--- config.mk ---
export PLATFORM = sky130hd
export DESIGN_NAME = uart_rx_param
export DESIGN_NICKNAME = d
export VERILOG_FILES = /design/src/rtl/uart_rx_param.sv
export SDC_FILE = /design/constraint.sdc
export NUM_CORES = 1
export LEC_CHECK = 0
export ABC_AREA = 0
export CORE_ASPECT_RATIO = 1.5
export CORE_MARGIN = 3
export CORE_UTILIZATION = 57
export DETAILED_ROUTE_END_ITERATION = 6
export PLACE_DENSITY = 0.82
export SLEW_MARGIN = 30
export SYNTH_ARGS = -nofsm -noshare
export SYNTH_HDL_FRONTEND = slang
export SYNTH_SLANG_ARGS = --single-unit
--- constraint.sdc ---
create_clock -name sysclk -period 2.2 [get_ports sysclk]
set_input_delay 0.44 -clock sysclk [delete_from_list [all_inputs] [get_ports sysclk]]
set_output_delay 0.44 -clock sysclk [all_outputs]
set_load 0.1 [all_outputs]
--- src/rtl/uart_rx_param.sv ---
// Parametrised UART receiver: 2-flop synchroniser, 3-sample majority vote, false-start
// rejection, parity/framing/overrun flags and a valid/ready output register.
module uart_rx_param #(
  parameter int CLK_FREQ   = 50_000_000,
  parameter int BAUD       = 9600,
  parameter int DATA_BITS  = 8,
  parameter int PARITY     = 0,
  parameter int STOP_BITS  = 1,
  parameter int OVERSAMPLE = 16
) (
  input  logic                 sysclk,
  input  logic                 reset,
  input  logic                 uart_rx,
  input  logic                 rx_ready,
  output logic [DATA_BITS-1:0] rx_data,
  output logic                 rx_valid,
  output logic                 parity_err,
  output logic                 frame_err,
  output logic                 overrun_err,
  output logic                 rx_busy
);
  localparam int DIV = (CLK_FREQ + (BAUD * OVERSAMPLE) / 2) / (BAUD * OVERSAMPLE);
  localparam int DW  = (DIV > 1) ? $clog2(DIV) : 1;
  localparam int SW  = $clog2(OVERSAMPLE);
  localparam logic [SW-1:0] S_MID = SW'(OVERSAMPLE / 2);
  localparam logic [SW-1:0] S_LO  = SW'(OVERSAMPLE / 2 - 1);
  localparam logic [SW-1:0] S_HI  = SW'(OVERSAMPLE / 2 + 1);
  localparam logic [SW-1:0] S_END = SW'(OVERSAMPLE - 1);
  localparam logic          ODD   = (PARITY == 1);

  typedef enum logic [2:0] {IDLE, START, DATA, PAR, STOP, DONE, BRK} state_t;

  state_t               state;
  logic                 sync1, sync2, rx_prev;
  logic [DW-1:0]        div_cnt;
  logic [SW-1:0]        samp_cnt;
  logic                 v_lo, v_mid;
  logic [3:0]           bit_cnt;
  logic                 stop_cnt;
  logic [DATA_BITS-1:0] shreg;
  logic                 perr_n, ferr_n;
  logic                 rx_s, tick, at_vote, at_end, vote;

  always_comb begin
    rx_s    = sync2;
    tick    = (div_cnt == DW'(DIV - 1));
    at_vote = tick && (samp_cnt == S_HI);
    at_end  = tick && (samp_cnt == S_END);
    vote    = (v_lo & v_mid) | (v_lo & rx_s) | (v_mid & rx_s);
  end

  assign rx_busy = (state != IDLE);

  always_ff @(posedge sysclk) begin
    if (reset) begin
      state       <= IDLE;
      sync1       <= 1'b1;
      sync2       <= 1'b1;
      rx_prev     <= 1'b1;
      div_cnt     <= '0;
      samp_cnt    <= '0;
      v_lo        <= 1'b1;
      v_mid       <= 1'b1;
      bit_cnt     <= '0;
      stop_cnt    <= 1'b0;
      shreg       <= '0;
      perr_n      <= 1'b0;
      ferr_n      <= 1'b0;
      rx_data     <= '0;
      rx_valid    <= 1'b0;
      parity_err  <= 1'b0;
      frame_err   <= 1'b0;
      overrun_err <= 1'b0;
    end else begin
      sync1   <= uart_rx;
      sync2   <= sync1;
      rx_prev <= sync2;

      // Bit timing only runs inside a frame so every frame starts phase-aligned to its edge.
      if (state == IDLE) begin
        div_cnt  <= '0;
        samp_cnt <= '0;
      end else begin
        div_cnt <= tick ? '0 : div_cnt + DW'(1);
        if (tick) samp_cnt <= (samp_cnt == S_END) ? '0 : samp_cnt + SW'(1);
      end
      if (tick && samp_cnt == S_LO)  v_lo  <= rx_s;
      if (tick && samp_cnt == S_MID) v_mid <= rx_s;

      if (rx_valid && rx_ready) begin
        rx_valid   <= 1'b0;
        parity_err <= 1'b0;
        frame_err  <= 1'b0;
      end

      case (state)
        IDLE: if (rx_prev && !rx_s) begin
          state    <= START;
          perr_n   <= 1'b0;
          ferr_n   <= 1'b0;
          bit_cnt  <= '0;
          stop_cnt <= 1'b0;
        end
        START: begin
          if (tick && samp_cnt == S_MID && rx_s) state <= IDLE;
          else if (at_end)                       state <= DATA;
        end
        DATA: begin
          if (at_vote) shreg <= {vote, shreg[DATA_BITS-1:1]};
          if (at_end) begin
            bit_cnt <= bit_cnt + 4'd1;
            if (bit_cnt == 4'(DATA_BITS - 1)) state <= (PARITY != 0) ? PAR : STOP;
          end
        end
        PAR: begin
          if (at_vote) perr_n <= (((^shreg) ^ vote) != ODD);
          if (at_end)  state  <= STOP;
        end
        STOP: begin
          // Leave on the last stop-bit vote so a back-to-back start edge is not missed.
          if (at_vote) begin
            ferr_n <= ferr_n | ~vote;
            if (stop_cnt == 1'(STOP_BITS - 1)) state <= DONE;
          end
          if (at_end) stop_cnt <= ~stop_cnt;
        end
        DONE: begin
          if (!rx_valid || rx_ready) begin
            rx_data    <= shreg;
            parity_err <= perr_n;
            frame_err  <= ferr_n;
            rx_valid   <= 1'b1;
          end else begin
            overrun_err <= 1'b1;
          end
          state <= ferr_n ? BRK : IDLE;
        end
        BRK: if (rx_s) state <= IDLE;
        default: state <= IDLE;
      endcase
    end
  end
endmodule

==> results of run 1 <==
cell families (layout without fill, tap and decap cells):
| logic type | count (synthesis) | count (layout) | synth area share [%] |
|---|---|---|---|
| buffers and inverters | 17 | 38 | 3.14 |
| flip-flops | 48 | 48 | 42.4 |
| AO/OA/AOI/OAI | 29 | 29 | 8.49 |
| AND/OR/NAND/NOR | 99 | 99 | 25.4 |
| adder cells (fa/ha/maj) | 7 | 7 | 3.75 |
| multiplexers | 21 | 21 | 9.32 |
| XOR/XNOR | 18 | 18 | 7.56 |
power by group:
part | total [W] | internal, W | leakage (nW) | switching, W
Clock | 0.000647 | 0.000342 | 0.0548 | 0.000305
Sequential | 0.000917 | 0.000891 | 0.388 | 0.0000255
Combinational | 0.000434 | 0.000163 | 0.585 | 0.000271
layout make-up:
type                       count  area, um^2  share of cell area, %
clock buffer                   5        68.8                   2.65
clock inverter                 3        46.3                   1.79
timing repair buffer          24         200                   7.72
multi-input combinational    174        1240                   47.8
inverter                       6        22.5                  0.869
sequential                    48         961                   37.1
tap                           43        53.8                   2.08
metrics by stage:
step	setup slack (ns)	util (%)	hold slack, ns
after floorplan	0.147	-	0.389
after global placement	0.170	66.0	0.403
after detailed placement	0.102	66.0	0.404
after CTS	0.0875	69.0	0.430
after global routing	0.0191	69.1	0.449
final	0.168	69.1	0.426
sequential cells by signal, indices dropped and copies added (netlist names):
signal,cells
parity_err,1
v_mid,1
v_lo,1
bit_cnt,4
rx_data,8
state,3
shreg,8
overrun_err,1
rx_valid,1
rx_prev,1
rx_s,1
stop_cnt,1
frame_err,1
ferr_n,1
perr_n,1
samp_cnt,4
sync1,1
div_cnt,9
final timing paths:
path	from	end	slack, ns
worst max-delay path	bit_cnt[0]	state[0]	0.17
worst min register to register	sync1	rx_s	0.43
worst max register to register	bit_cnt[0]	state[0]	0.17
worst min-delay path	sync1	rx_s	0.43
placed cells by master, fill, tap and decap left out, types with 2 or more instances in the layout:
master	instances
xor2_1	6
inv_1	6
nor3_1	4
nand2_1	12
nor3_2	2
clkbuf_8	5
a22oi_1	3
nand2b_1	2
nor2_2	3
a31oi_1	2
nand4b_1	2
clkdlybuf4s50_1	3
nor2b_1	3
or2_2	6
nand3_1	5
a21oi_1	7
ha_1	6
buf_4	20
o21ai_0	5
nor2_1	41
dfxtp_1	48
mux2i_1	20
o2111ai_1	2
nor3b_1	2
xnor2_1	11
layer usage:
metal,vias up,track usage [%],wire length [um]
met2,23,32.3,2240
li1,857,-,-
met3,7,4.35,102
met5,-,0,0
met1,834,20.9,1820
met4,0,8.65,74
==> run metrics, run 1 <==
syn avg cell area 9.49 um^2; hold_buf cts 0; synth cell count leaders 48 x dfxtp_1, 41 x nor2_1, 20 x mux2i_1; RSZ-0062 raised after global routing false; Synth warnings 0; detailed placement HPWL 3060 um; post-synthesis sequential area ratio 42.4%; 1st-iter DRT viols 34; Detail Route Antenna Nets 0; setup bufs post-CTS 0; port buffer count 16; Fillers 287; Hold Path Depth 1; CP Launch Type flop; Synth area leaders dfxtp_1 42%, mux2i_1 8.8%, nor2_1 6.8%; largest net degree at the start of global routing 35; min cycle time layout a little over 2 ns; total negative slack 0 ns; slowest stage cell, crit path or4bb_1; CTS Buffer Depth 2; CTS HTree Levels 2; Post-Syn Area around 0.0023 mm^2; drt via density around 5.7; Die Ht approximately 83 um; CP Cell Sequence ha_1 -> or4bb_1 -> a31oi_1 -> o22ai_1 -> or2_1 -> a31o_1; Die Width 57.5 um; cell depth of the worst setup path 6; Post-Syn Nets 249; Post-route DRC 0; clock latency on the worst-skew pair 0.30 ns; clock slew at reported path FFs 0.09 ns; root buf cell clkbuf_8; gr usage total 18.7%; area growth from synthesis to layout 14.3%; Worst setup EP type flop; WP data arrival 2.23 ns; vias in the first global route 1648; Top FF cell, synth dfxtp_1; top-count cell post-synth dfxtp_1; Power Density 771 mW/mm^2; Slew HR 76.6%; number of antenna diodes 0; worst clock skew 0.00608 ns; clk sinks 48; DR WL/cell 14.0 um; fmax roughly 500 MHz; io pins 17; final hold vios 0; worst min path class reg -> reg; R2R depth 6; layout cell share with drive strength beyond 1 a little under a fifth; Buf/Inv on CP 0; number of flops mapped to enable cells by yosys 0; fin cells a little over 300; CP Class reg -> reg; core area 0.00375 mm^2; status complete, no violations; Cells after Synth approximately 240; max-cap violation count 0; CTS resizes 0; Final Power 0.00200 W; RD Place Congestion approximately 0.80; Worst VDD drop 0.000672 V; slew at the pin closest to its max-slew limit between 0.3 and 0.4 ns; largest delay contributor family on the critical path simple AND/OR/NAND/NOR gates; Final Max Slew Viols 0; Placement Cell Area 0.00247 mm^2; initial antenna violation count 0; Synth area leader dfxtp_1; DR pass1 iterations 4; CP peak stage delay 0.51 ns; Overflow after GRT 0; Critical Path RT 2.40 ns; Tcrit/Tclk final 92.4%; initial core utilization 60.5%; routed via count 1721; leakage dissipation 1.03 nW; Num CTS Buffers 5; post-synthesis cell type count 54; DRT Wirelength approximately 4200 um; share of the synthesized area in the top cell type 42.4%; die area 0.00479 mm^2; CTS tree done; Synth Register Bits 48; asr flop ratio synth 0%; global-route wire length before repair 7130 um; final setup violating endpoints 0; post-layout net count roughly 270; Rows 27; crit path max fanout 4; design area about 0.0026 mm^2; dpl cells 295
(Power assumes the default switching activity.)
==> run 2: changes to the inputs <==
- CORE_UTILIZATION: 57 -> 30
- PLACE_DENSITY: 0.82 -> 0.5
==> run 2 against run 1 <==
- cell count up 20%
- worst setup slack improved by 0.0054 ns
- sequential share of layout area decreased by 1.4 points
- clock-buffer cell count is 1 higher
- final area up 3.9%
- flip-flop and latch count unchanged
- critical path depth shrank 1
- global-route usage shrank 7.2 points
- combinational power rose by 2%
- via count fell by 2.6%
- register-to-register slack barely moved
- sequential power is essentially flat
- critical path type unchanged
- critical endpoint unchanged
==> run metrics, run 2 (same netlist as run 1, synthesis figures left out) <==
final hold vios 0 (unchanged); design area 0.00269 mm^2 (+3.9%); core area 0.00727 mm^2 (+94%); Slew HR 75.6% (-0.97 points); min cycle time layout 2.03 ns (-0.00539 ns); area growth from synthesis to layout 18.7%; 1st-iter DRT viols 133 (+290%); number of antenna diodes 0 (unchanged); DRT Wirelength 4530 um (+7.0%); detailed placement HPWL 3330 um (+8.8%); Die Ht 113 um (+35%); Placement Cell Area 0.00257 mm^2 (+3.8%); CP peak stage delay 0.62 ns (+0.11 ns); CP Cell Sequence or4b_4 -> nor3_2 -> o22ai_1 -> or2_1 -> a31o_1; Worst setup EP type flop; largest registers div_cnt: 9 flops, rx_data: 8 flops, shreg: 8 flops; Largest Register div_cnt; slowest stage cell, crit path or4b_4; Largest register FFs 9 (unchanged); Num CTS Buffers 5 (unchanged); commonest non-fill, non-tap cells in the layout 48 x dfxtp_1, 41 x nor2_1, 23 x buf_4, 20 x mux2i_1, 12 x nand2_1; total negative slack 0 ns (unchanged); hold_buf cts 0 (unchanged); crit path max fanout 5 (+1); routed via count 1677 (-2.6%); clk sinks 48 (unchanged); max-cap violation count 0 (unchanged); layout cell share with drive strength beyond 1 19.4% (+0.93 points); DR WL/cell 12.5 um (-11%); Overflow after GRT 0 (unchanged); CTS Buffer Depth 2 (unchanged); slew at the pin closest to its max-slew limit 0.365 ns (+0.0135 ns); Die Width 77 um (+34%); RD Place Congestion 0.754 (-6.0%); global-route wire length before repair 8110 um (+14%); CTS HTree Levels 2 (unchanged); Critical Path RT 2.41 ns (about the same); Rows 38 (+41%); fmax 493 MHz (+0.27%); port buffer count 16 (unchanged); gr usage total 11.5% (-7.2 points); CTS tree done; die area 0.00866 mm^2 (+81%); Worst VDD drop 0.000410 V (-39%); vias in the first global route 1751 (+6.3%); leakage dissipation 1.05 nW (+2.2%); Final Max Slew Viols 0 (unchanged); CP Launch Type flop; RSZ-0062 raised after global routing false; Detail Route Antenna Nets 0 (unchanged); Power Density 758 mW/mm^2 (-1.7%); io pins 17 (unchanged); drt via density 4.62 (-19%); CP Class reg -> reg; clock slew at reported path FFs 0.09 ns (about the same); DR pass1 iterations 4 (unchanged); status complete, no violations; WP data arrival 2.23 ns (about the same); final setup violating endpoints 0 (unchanged); initial core utilization 31.2% (-29 points); clock latency on the worst-skew pair 0.31 ns (about the same); Post-route DRC 0 (unchanged); worst clock skew 0.00738 ns (+0.00130 ns); root buf cell clkbuf_8; post-layout net count 272 (+1.1%); commonest non-fill, non-tap cell in the layout dfxtp_1; initial antenna violation count 0 (unchanged); Tcrit/Tclk final 92.1% (-0.24 points); largest net degree at the start of global routing 35 (unchanged); worst min path class reg -> reg
-- run 2: cell types whose count changed in the layout (fill, tap and decap cells not counted), sizes merged --
| cell | delta |
|---|---|
| clkbuf | +1 |
| clkinv | +1 |
| buf | +3 |
| clkinvlp | -1 |
| inv | -1 |
-- run 2: area by class of cell --
cell class	count	area [um^2]
Multi-Input combinational cell	174	1240
Clock buffer	6	82.6
Fill cell	741	4580
Clock inverter	2	38.8
Sequential cell	48	961
Timing Repair Buffer	27	223
Tap cell	100	125
Inverter	6	22.5
-- run 2: worst paths after layout --
kind	start	end	slack (ns)	cells after the start
worst max-delay path	div_cnt[4]	state[0]	0.17	5
worst min-delay path	sync1	rx_s	0.43	1
worst max register to register	div_cnt[4]	state[0]	0.17	5
worst min register to register	sync1	rx_s	0.43	1
-- run 2: what timing repair did --
item | CTS | global route
resized for setup | 0 | 1
endpoints found under the setup margin | 0 | 10
buffers inserted | 0 | 0
-- run 2: stage by stage --
step	hold WS (ns)	worst slack, ns	instances	utilization (%)	power (W)
global placement	0.421	0.0720	355	35.3	0.00139
floorplan	0.389	0.147	239	-	0.00124
global route	0.458	0.0763	363	37.0	0.00214
CTS	0.444	0.0304	363	37.0	0.00207
finish	0.431	0.173	363	37.0	0.00204
detailed placement	0.411	0.0692	355	35.3	0.00138
-- run 2: layer usage --
metal | routed length, um | global-route usage [%] | share of wire (%) | vias to the layer above
li1 | - | - | - | 865
met1 | 1990 | 13.3 | 44 | 788
met2 | 2340 | 20.5 | 52 | 17
met3 | 115 | 2.49 | 2.5 | 7
met4 | 82 | 4.28 | 1.8 | 0
met5 | 0 | 0 | 0 | -
-- run 2: worst max-delay path, delay by kind of cell (launching register included) --
kind             cells  cell delay, ns
AND/OR/NAND/NOR      3            1.19
AO/OA/AOI/OAI        2            0.39
flip-flops           1            0.35
-- run 2: report_power, final --
part / switching [W] / internal [W] / total [W]
clock network: 0.000307 / 0.000372 / 0.000679
logic: 0.000279 / 0.000166 / 0.000444
registers: 0.0000250 / 0.000891 / 0.000916
==> RTL edit 1 (settings of run 2) <==
Make the reset (`reset`) asynchronous in one clocked block.
--- a/src/rtl/uart_rx_param.sv
+++ b/src/rtl/uart_rx_param.sv
@@ -51,7 +51,7 @@
 
   assign rx_busy = (state != IDLE);
 
-  always_ff @(posedge sysclk) begin
+  always_ff @(posedge sysclk or posedge reset) begin
     if (reset) begin
       state       <= IDLE;
       sync1       <= 1'b1;
Formal check against the unedited RTL: differs if reset is asserted again (counterexample within 4 cycles, from zero or initial values and one cycle with reset high); with reset held inactive, the same outputs for 10 cycles.
==> RTL edit 1 against run 2 <==
- power is 18% higher
- cell area is 5.4% higher
- sequential cell count stayed put
- critical path depth is 2 higher
- sequential share of layout area is 6.9 points higher
- synthesized area is 4.1% higher
- routed wire length is 7.0% higher
- worst setup slack worse by 0.017 ns
- largest power group unchanged
==> RTL edit 1: results (changes against run 2) <==
metric;value;unit;change
cpPeakStageDelay;0.42;ns;was 0.62 ns
ys_types;42;;was 54
place.gp.congestion;0.797;;was 0.754
vias;1679;;was 1677
synthTopCellsByCount;dfrtp_1, nand2_1, mux2_2;;was dfxtp_1, nor2_1, mux2i_1
clk_latency;0.29;ns;was 0.31 ns
grt_pass1_vias;1802;;was 1751
synth_area_leaders;dfrtp_1, mux2_2, dfstp_2;;was dfxtp_1, mux2i_1, nor2_1
cp-startpoint;div_cnt[1]$_DFF_PP0_;;was div_cnt[4]$_SDFF_PP0_
drive_above_1_share;23.7;%;was 19.4%
multi_input_area_share;38.7;%;was 46.1%
skew;0.00825;ns;was 0.00738 ns
outcome;completed;;unchanged
multi_input_cells;156;;was 174
wl_met3;104;µm;was 115 µm
slew_headroom;62.3;%;was 75.6%
nNonClkInverters;8;;was 6
dp_hpwl;3620;µm;was 3330 µm
grt_max_degree;25;;was 35
wirelength;4850;µm;was 4530 µm
critPathMaxFanout;6;;was 5
ir_drop;464;µV;was 410 µV
place_inst;339;;was 355
critPathSlowestCell;dfrtp_1;;was or4b_4
min_from;sync1$_DFF_PP1_;;was sync1$_SDFF_PP1_
setup.worst_path.end;state[0]$_DFFE_PP0P_;;was state[0]$_SDFFE_PP0P_
==> RTL edit 1: cell count changes after synthesis, moves of 9 or more <==
cell,before,now
nor2_1,41,17
mux2_2,1,18
dfrtp_1,0,43
mux2i_1,20,4
o21ai_0,5,14
dfxtp_1,48,0
==> RTL edit 1: through the flow <==
| stage | area (µm²) | util (%) | total power, mW | setup WS, ns | hold WS (ns) |
|---|---|---|---|---|---|
| detailed placement | 2690 | 35.3 | 1.62 | 0.168 | 0.347 |
| global route | 2840 | 37.3 | 2.54 | 0.0407 | 0.365 |
| global placement | 2690 | 35.3 | 1.62 | 0.200 | 0.350 |
| CTS | 2840 | 37.3 | 2.43 | 0.113 | 0.358 |
| finish | 2840 | 37.3 | 2.40 | 0.156 | 0.355 |
| floorplan | 2360 | - | 1.42 | 0.168 | 0.345 |
==> RTL edit 1: repair_timing <==
item,in CTS,in global routing
hold buffers,0,0
hold endpoints to repair,0,0
endpoints found under the setup margin,0,1
gates resized for setup,0,1
==> RTL edit 1: cell families (layout without fill, tap and decap cells) <==
| logic type | Yosys count | in the layout | synth area share (%) |
|---|---|---|---|
| AO/OA/AOI/OAI | 34 | 34 | 8.74 |
| XOR/XNOR | 17 | 17 | 6.31 |
| adder cells (fa/ha/maj) | 6 | 6 | 3.18 |
| buffers and inverters | 13 | 41 | 2.28 |
| flip-flops | 48 | 48 | 51.1 |
| multiplexers | 24 | 24 | 11.6 |
| AND/OR/NAND/NOR | 75 | 75 | 16.8 |
==> RTL edit 1: power breakdown <==
group / switching (mW) / leakage (nW) / internal [mW] / total (mW)
Clock: 0.339 / 0.0772 / 0.455 / 0.794
Combinational: 0.362 / 0.581 / 0.215 / 0.577
Sequential: 0.0896 / 0.644 / 0.936 / 1.03
==> RTL edit 2 (config.mk and constraints of run 2) <==
Made on the original files. `CLK_FREQ`: 50_000_000 -> 100_000_000.
--- a/src/rtl/uart_rx_param.sv
+++ b/src/rtl/uart_rx_param.sv
@@ -1,7 +1,7 @@
 // Parametrised UART receiver: 2-flop synchroniser, 3-sample majority vote, false-start
 // rejection, parity/framing/overrun flags and a valid/ready output register.
 module uart_rx_param #(
-  parameter int CLK_FREQ   = 50_000_000,
+  parameter int CLK_FREQ   = 100_000_000,
   parameter int BAUD       = 9600,
   parameter int DATA_BITS  = 8,
   parameter int PARITY     = 0,
Behaviour: no difference found for any inputs over 10 cycles, from zero or initial values and one cycle with reset high; that may be too few to reach the edited logic, so the function may still have changed.
==> RTL edit 2 against run 2 <==
- cell area fell by 0.46%
- final cell count grew 3.0%
- worst setup slack improved by 0.011 ns
- count of clock-buffer cells in the layout down 1
- sequential cell count increased by 1
- routed wire length increased by 1.6%
- synthesized area grew 0.39%
- power shrank 5.4%
==> RTL edit 2: results (changes against run 2) <==
metric;value;unit;change
synth_xor_area_share;7.53;%;was 7.56%
top_regs;div_cnt (10), rx_data (8), shreg (8);;was div_cnt (9), rx_data (8), shreg (8)
globalRouteMet2Util;20.5;%;about the same
vias;1772;;was 1677
async_flop_share;0;%;unchanged
power.leakage;0.954;nW;was 1.05 nW
wl_met3;130;µm;was 115 µm
met3_usage;2.63;%;was 2.49%
fin_nets;283;;was 272
holdPathEnd;rx_s$_SDFF_PP1_;;unchanged
muxShareOfSynthArea;5.99;%;was 9.32%
netSwitchingPower;558;µW;was 611 µW
drive_above_1_share;13.9;%;was 19.4%
synth_area_leaders;dfxtp_1, nor2_1, mux2i_1;;was dfxtp_1, mux2i_1, nor2_1
synth_compound_area_share;10.5;%;was 8.49%
grt_max_degree;19;;was 35
met2_length;2400;µm;was 2340 µm
cpPeakStageDelay;0.48;ns;was 0.62 ns
grt_pass1_wl;8170;µm;was 8110 µm
cts-htree-levels;2;;unchanged
grt_use_total;11.4;%;was 11.5%
hold_class;reg -> reg;;unchanged
place_ws;0.197;ns;was 0.0692 ns
critPathSlowestCell;or3_1;;was or4b_4
outcome;completed;;unchanged
ys_types;54;;unchanged
ir_drop;388;µV;was 410 µV
place.gp.congestion;0.770;;was 0.754
syn_nets;264;;was 249
dp_hpwl;3420;µm;was 3330 µm
synth_adder_area_share;3.74;%;was 3.75%
numPortBuffers;16;;unchanged
critPathMaxFanout;6;;was 5
cts.repair.resized;0;;unchanged
wl_met1;1980;µm;was 1990 µm
post_drt_wl_per_cell;12.3;µm;was 12.5 µm
worstMarginPinSlew;0.444;ns;was 0.365 ns
met1_usage;13.0;%;was 13.3%
timing.rr.end;state[0]$_SDFFE_PP0P_;;unchanged
synthTopCellsByCount;dfxtp_1, nor2_1, nand2_1;;was dfxtp_1, nor2_1, mux2i_1
nFillCells;793;;was 741
hold_buffers;0;;unchanged
r2r_start;div_cnt[7]$_SDFF_PP0_;;was div_cnt[4]$_SDFF_PP0_
yosysSeqAreaShare;43.1;%;was 42.4%
skew;0.00760;ns;was 0.00738 ns
detail_route.iter0.violations;44;;was 133
-- RTL edit 2: metrics by stage --
stage / cell area [µm²] / hold WS [ns] / cells
6_report: 2680 / 0.418 / 374
5_1_grt: 2680 / 0.467 / 374
4_1_cts: 2670 / 0.423 / 374
3_5_place_dp: 2560 / 0.398 / 366
3_3_place_gp: 2560 / 0.393 / 366
2_1_floorplan: 2280 / 0.389 / 254
-- RTL edit 2: power by group through the flow --
stage	clock [mW]	combinational [mW]	sequential (mW)
5_1_grt	0.724	0.341	0.948
3_5_place_dp	0	0.322	0.961
2_1_floorplan	0	0.246	0.934
4_1_cts	0.697	0.322	0.941
6_report	0.670	0.317	0.941
3_3_place_gp	0	0.321	0.962
-- RTL edit 2: how the worst max path moves through the flow --
stage,from,endpoint,slack [ns],cells past startpoint
floorplan,div_cnt[7]$_SDFF_PP0_,state[0]$_SDFFE_PP0P_,0.36,6
global placement,div_cnt[7]$_SDFF_PP0_,state[0]$_SDFFE_PP0P_,0.23,5
detailed placement,div_cnt[7]$_SDFF_PP0_,state[0]$_SDFFE_PP0P_,0.20,5
CTS,state[2]$_SDFFE_PP0P_,rx_busy,0.16,4
global route,state[2]$_SDFFE_PP0P_,rx_busy,0.08,4
finish,div_cnt[7]$_SDFF_PP0_,state[0]$_SDFFE_PP0P_,0.18,5
-- RTL edit 2: area by class of cell --
| type | count | share of cell area (%) |
|---|---|---|
| multi-input combinational | 186 | 45.5 |
| sequential | 49 | 36.6 |
| timing repair buffer | 24 | 7.94 |
| tap | 100 | 4.67 |
| clock buffer | 5 | 2.57 |
| clock inverter | 3 | 1.77 |
| inverter | 7 | 0.980 |
-- RTL edit 2: kinds of logic after synthesis --
group           after synthesis
simple gates                112
fa+ha+maj                     7
buf+inv                      19
compound gates               36
flops                        49
xor+xnor                     18
mux                          13
